===== src/rtl/undriven_fill_pkg.sv =====
// Shared types and helpers for the undriven fill source.
package undriven_fill_pkg;

  typedef enum logic [1:0] {
    FILL_ZERO  = 2'd0,
    FILL_ONES  = 2'd1,
    FILL_CONST = 2'd2,
    FILL_LFSR  = 2'd3
  } mode_t;

  typedef enum logic {
    IDLE  = 1'b0,
    SWEEP = 1'b1
  } fsm_t;

  localparam int LFSR_W = 16;
  // Feedback taps: bits 15, 13, 12 and 10.
  localparam logic [LFSR_W-1:0] LFSR_TAPS = 16'hB400;

  // Per-channel seed; an all-zero result would lock the LFSR, so it is remapped.
  function automatic logic [LFSR_W-1:0] chan_seed(input logic [LFSR_W-1:0] base, input int c);
    logic [LFSR_W-1:0] s;
    s = base ^ LFSR_W'(c + 1);
    if (s == '0) s = LFSR_W'(1);
    return s;
  endfunction

endpackage


===== src/rtl/undriven_fill_lfsr.sv =====
// One 16-bit Fibonacci LFSR (shift left) with seed reload and step enable.
// Only the low OUT_W bits are exported; the full state stays internal.
module undriven_fill_lfsr
  import undriven_fill_pkg::*;
#(
  parameter int              OUT_W = 5,
  parameter logic [LFSR_W-1:0] SEED  = 16'hACE0
) (
  input  logic             clk,
  input  logic             rst_n,
  input  logic             load,
  input  logic             en,
  output logic [OUT_W-1:0] low
);

  logic [LFSR_W-1:0] state;

  // Reload wins over stepping so a fresh LFSR-mode write always starts at the seed.
  always_ff @(posedge clk or negedge rst_n) begin
    if (!rst_n) begin
      state <= SEED;
    end else if (load) begin
      state <= SEED;
    end else if (en) begin
      state <= {state[LFSR_W-2:0], ^(state & LFSR_TAPS)};
    end
  end

  assign low = state[OUT_W-1:0];

endmodule


===== src/rtl/undriven_fill_src.sv =====
// Multi-channel fill source: each channel drives zero, all-ones, a
// constant or a pseudo-random value, configured by a valid/ready write port
// with an optional broadcast sweep.
// Build option: define UNDRIVEN_FILL_LFSR_EN to include the LFSR mode and its
// per-channel registers; otherwise mode 3 is stored as ZERO and step is ignored.
module undriven_fill_src
  import undriven_fill_pkg::*;
#(
  parameter int              WIDTH     = 5,
  parameter int              NCH       = 4,
  parameter logic [15:0]     LFSR_SEED = 16'hACE1,
  localparam int             CH_W      = (NCH > 1) ? $clog2(NCH) : 1
) (
  input  logic                 CLK,
  input  logic                 ASYNCRESETN,
  input  logic                 cfg_valid,
  output logic                 cfg_ready,
  input  logic                 cfg_all,
  input  logic [CH_W-1:0]      cfg_ch,
  input  logic [1:0]           cfg_mode,
  input  logic [WIDTH-1:0]     cfg_value,
  input  logic                 step,
  output logic [NCH*WIDTH-1:0] O,
  output logic                 busy,
  output logic                 cfg_err
);

  // Map a requested mode onto what this build can actually hold.
  function automatic mode_t store_mode(input logic [1:0] m);
`ifdef UNDRIVEN_FILL_LFSR_EN
    return mode_t'(m);
`else
    return (m == 2'd3) ? FILL_ZERO : mode_t'(m);
`endif
  endfunction

  fsm_t              state_q, state_d;
  logic [CH_W-1:0]   idx_q, idx_d;
  mode_t             lat_mode_q;
  logic [WIDTH-1:0]  lat_value_q;
  logic              cfg_err_q;

  logic              accept;
  logic              bad_ch;
  logic              last_idx;
  logic              wr_any;
  logic [CH_W-1:0]   wr_ch;
  mode_t             wr_mode;
  logic [WIDTH-1:0]  wr_value;
  logic              err_d;
  logic [NCH-1:0]    wr_sel;

  mode_t             mode_q  [NCH];
  logic [WIDTH-1:0]  value_q [NCH];

  assign accept   = cfg_valid & cfg_ready;
  assign bad_ch   = (32'(cfg_ch) >= 32'(NCH));
  assign last_idx = (idx_q == CH_W'(NCH - 1));
  assign cfg_err  = cfg_err_q;

  // FSM state register plus sweep index.
  always_ff @(posedge CLK or negedge ASYNCRESETN) begin
    if (!ASYNCRESETN) begin
      state_q <= IDLE;
      idx_q   <= '0;
    end else begin
      state_q <= state_d;
      idx_q   <= idx_d;
    end
  end

  // FSM next state: a broadcast starts a sweep at channel 1 (channel 0 is written on accept).
  always_comb begin
    state_d = state_q;
    idx_d   = idx_q;
    case (state_q)
      IDLE: begin
        if (accept && cfg_all && (NCH > 1)) begin
          state_d = SWEEP;
          idx_d   = CH_W'(1);
        end
      end
      SWEEP: begin
        if (last_idx) state_d = IDLE;
        else          idx_d   = idx_q + 1'b1;
      end
      default: state_d = IDLE;
    endcase
  end

  // FSM outputs: the port only accepts while idle.
  always_comb begin
    cfg_ready = (state_q == IDLE);
    busy      = (state_q == SWEEP);
  end

  // Write decode: sweep writes use the latched request, idle writes use the live port.
  always_comb begin
    wr_any   = 1'b0;
    wr_ch    = '0;
    wr_mode  = store_mode(cfg_mode);
    wr_value = cfg_value;
    err_d    = 1'b0;
    if (state_q == SWEEP) begin
      wr_any   = 1'b1;
      wr_ch    = idx_q;
      wr_mode  = lat_mode_q;
      wr_value = lat_value_q;
    end else if (accept) begin
      if (cfg_all) begin
        wr_any = 1'b1;
      end else if (bad_ch) begin
        err_d = 1'b1;
      end else begin
        wr_any = 1'b1;
        wr_ch  = cfg_ch;
      end
    end
  end

  // Latch the broadcast request for the rest of the sweep; register the error pulse.
  always_ff @(posedge CLK or negedge ASYNCRESETN) begin
    if (!ASYNCRESETN) begin
      lat_mode_q  <= FILL_ZERO;
      lat_value_q <= '0;
      cfg_err_q   <= 1'b0;
    end else begin
      if (accept && cfg_all) begin
        lat_mode_q  <= store_mode(cfg_mode);
        lat_value_q <= cfg_value;
      end
      cfg_err_q <= err_d;
    end
  end

  for (genvar c = 0; c < NCH; c++) begin : g_chan
    assign wr_sel[c] = wr_any && (wr_ch == CH_W'(c));

    // Per-channel mode and constant registers.
    always_ff @(posedge CLK or negedge ASYNCRESETN) begin
      if (!ASYNCRESETN) begin
        mode_q[c]  <= FILL_ZERO;
        value_q[c] <= '0;
      end else if (wr_sel[c]) begin
        mode_q[c]  <= wr_mode;
        value_q[c] <= wr_value;
      end
    end
  end

`ifdef UNDRIVEN_FILL_LFSR_EN
  logic [WIDTH-1:0] lfsr_low [NCH];

  for (genvar c = 0; c < NCH; c++) begin : g_lfsr
    undriven_fill_lfsr #(
      .OUT_W (WIDTH),
      .SEED  (chan_seed(LFSR_SEED, c))
    ) u_lfsr (
      .clk   (CLK),
      .rst_n (ASYNCRESETN),
      .load  (wr_sel[c] && (wr_mode == FILL_LFSR)),
      .en    (step && (mode_q[c] == FILL_LFSR) && !wr_sel[c]),
      .low   (lfsr_low[c])
    );
  end
`else
  logic unused_step;
  assign unused_step = step;
`endif

  // Output decode straight from the channel registers; no output flop.
  always_comb begin
    O = '0;
    for (int c = 0; c < NCH; c++) begin
      case (mode_q[c])
        FILL_ONES:  O[c*WIDTH +: WIDTH] = '1;
        FILL_CONST: O[c*WIDTH +: WIDTH] = value_q[c];
`ifdef UNDRIVEN_FILL_LFSR_EN
        FILL_LFSR:  O[c*WIDTH +: WIDTH] = lfsr_low[c];
`endif
        default:    O[c*WIDTH +: WIDTH] = '0;
      endcase
    end
  end

endmodule

===== config.mk =====
export PLATFORM = sky130hd
export DESIGN_NAME = undriven_fill_src
export DESIGN_NICKNAME = d
export VERILOG_FILES = /design/src/rtl/undriven_fill_pkg.sv /design/src/rtl/undriven_fill_lfsr.sv /design/src/rtl/undriven_fill_src.sv
export SDC_FILE = /design/constraint.sdc
export NUM_CORES = 1
export LEC_CHECK = 0
export BUFFER_PORTS_ARGS = -buffer_cell sky130_fd_sc_hd__buf_2
export CORE_AREA = 2 2 92 94
export CTS_CLUSTER_DIAMETER = 30
export DETAILED_ROUTE_END_ITERATION = 10
export DIE_AREA = 0 0 94 96
export PLACE_DENSITY = 0.38
export RECOVER_POWER = 50
export SLEW_MARGIN = 20
export SYNTH_ARGS = -nofsm -noshare
export SYNTH_HDL_FRONTEND = slang
export SYNTH_SLANG_ARGS = --single-unit

===== constraint.sdc =====
create_clock -name CLK -period 4.95 [get_ports CLK]
set_clock_uncertainty 0.05 [all_clocks]
set_input_delay 0.495 -clock CLK [delete_from_list [all_inputs] [get_ports CLK]]
set_output_delay 0.495 -clock CLK [all_outputs]
set_load 0.01 [all_outputs]

==> metrics <==
Leak Pwr 0.001070 uW; RSZ-0062 raised after global routing no; Filler Cells Inserted 857; # rows 33; Core ar. 8051 um2; Netlist cell types 23; 1st-iter DRT viols 33; largest net degree at the start of global routing 39; Syn. warnings 0; die footprint 9024 um2; CTS root buf clkbuf_8; status finished, violations left; HPWL reported at the end of detailed placement 3005 um; post-route cell area 2297 um2; Hold-fix buffers, CTS 0; Crit. Startpoint busy; worst slew pin tran 2.100 ns; TritonCTS Buffers 5; vias in the first global route 1,313; DR WL/cell approximately 14 um; synthesis-to-finish area growth 18.60%; final layout net count 229; Peak Freq 413.1 MHz; failing checks max-capacitance violations, max-slew violations; worst-path fanout max 17; Placed Area 2208 um2; Post-CTS Setup Inserts 0; Die X 94 um; clock sink count 38; crit start category flip-flop; Pwr per Cell Area between 600 and 700 nW/um2; Reg2Reg Launch Point busy; worst ir drop on vdd 0.1565 mV; IO Port Bufs 34; post-synthesis register bit count 38; CTS Buffer Depth 2; Inserted Diodes 0; Register-to-Register Path Depth 4; Slew Limit Headroom -40.03%; H-tree levels 2; vias per cell 4.109; FF-to-FF End value_q[9]; CTS-repair resized insts 0; footprint of the multi-input gates 922.1 um2; Final Hold Viols 0; clock slew at reported path FFs 0.07 ns; Max Cap Viol 1; most common cell after layout, fill and taps aside dfrtp_1; initial antenna violation count 0; worst hold path type input pin to flip-flop; # IOs 37; Critical Path End value_q[9]; crit path DAT about 2.5 ns; layout cells sized above 1 35.27%; first-pass GRT wire length 6837 um; synthesized cell area between 1500 and 2000 um2; gate count after technology mapping 170; GPL Wtd Cong 0.6439; detailed-route via count 1,282; Residual DRC 0; Die Ht 96 um; final antenna-violating net count 0; commonest non-fill, non-tap cells in the layout 38 x dfrtp_1, 32 x buf_2, 24 x mux2_2, 23 x nor2_1, 22 x a21oi_1; post-synthesis sequential area ratio 49.10%; Mean Syn Cell Area 11.39 um2; gr usage total between 10 and 15%; Reg2Reg Setup Slack ~2.5 ns; CP Capture Type flip-flop; CTS tree yes; Overflow after GRT 0; TritonRoute pass-1 iters 4; min cycle time layout 2.421 ns; register area 950.9 um2; Clk Latency, worst-skew pair 0.29 ns; Synth Net Count 193; Initial Util 24.06%; total negative slack 0 ns; Final Max Tran Viols 39; Crit Path Category flip-flop to flip-flop; Power, Total 1457 uW; CP required 5.07 ns; Final Cycle Share 48.90%; # setup viols final 0; WL final ~4300 um
-- flip-flops by register name (all words and copies together), names as in the netlist --
| name | cells |
|---|---|
| busy | 1 |
| idx_q | 2 |
| lat_mode_q | 2 |
| lat_value_q | 5 |
| mode_q | 8 |
| value_q | 20 |
-- cells in the mapped netlist, drive strengths merged --
library cell / count / area [um2]
dfrtp: 38 / 950.9
a21oi: 23 / 118.9
buf: 3 / 22.52
conb: 1 / 3.750
nand3b: 1 / 7.510
inv: 9 / 33.78
nor2: 24 / 97.59
mux2: 38 / 454.2
nand2b: 4 / 25.02
nand2: 7 / 26.28
nor2b: 1 / 6.260
o21ba: 1 / 10.01
nor4bb: 2 / 20.02
clkbuf: 2 / 7.510
and3: 1 / 6.260
ha: 9 / 112.6
o21ai: 5 / 28.78
nand3: 1 / 5.000
-- layer usage --
layer,wire [um],part of all wire (%),GRT usage (%),up-vias
met5,0,0,0,-
met4,64,1.5,3.986,0
met3,127,3.0,2.349,7
met2,1888,44,15.71,24
met1,2197,51,14.09,599
li1,-,-,-,652
-- stage by stage --
stage               utilization [%]  instances  worst slack [ns]  hold WS, ns
floorplan                         -        170             3.209       0.1494
global placement              27.43        304             2.494       0.4148
detailed placement            27.43        304             2.500       0.4231
CTS                           28.56        312             2.495       0.3054
global route                  28.53        312             2.344       0.3962
finish                        28.53        312             2.529       0.3981
-- worst min-delay path by stage --
| stage | from | end | slack (ns) | depth (start not counted) |
|---|---|---|---|---|
| final | cfg_value[0] | lat_value_q[0] | 0.40 | 2 |
| after detailed placement | lat_mode_q[0] | lat_mode_q[0] | 0.42 | 2 |
| after global placement | lat_mode_q[0] | lat_mode_q[0] | 0.41 | 2 |
| after floorplan | ASYNCRESETN | busy | 0.15 | 0 |
| after CTS | ASYNCRESETN | mode_q[4] | 0.31 | 1 |
| after global routing | cfg_value[4] | lat_value_q[4] | 0.40 | 2 |
-- final cells by class --
class / instances / area share [%]
clock inverters: 1 / 0.2179
flip-flops and latches: 38 / 41.39
repair buffers: 34 / 7.298
well taps: 105 / 5.719
inverters: 9 / 1.471
clock buffers: 7 / 3.758
multi-input cells: 118 / 40.14
-- report_power, final --
part / total, uW / switching (uW) / internal (uW)
clock: 223 / 111 / 112
combinational: 663 / 330 / 332
sequential: 571 / 111 / 460
-- cells by family after synthesis --
group	Yosys count	synth area share, %
AND/OR/NAND/NOR	41	10.01
AO/OA/AOI/OAI	29	8.140
flip-flops	38	49.10
other	1	0.1936
multiplexers	38	23.45
buffers and inverters	14	3.295
adder cells (fa/ha/maj)	9	5.814
-- critical path, cell delays in order (launching register included) --
cell and delay (ns):
dfrtp_1 0.71, nor4bb_1 0.16, a21oi_2 0.26, nor2b_1 0.77, mux2_4 0.35
No activity file was read; power rests on OpenSTA's default activity.
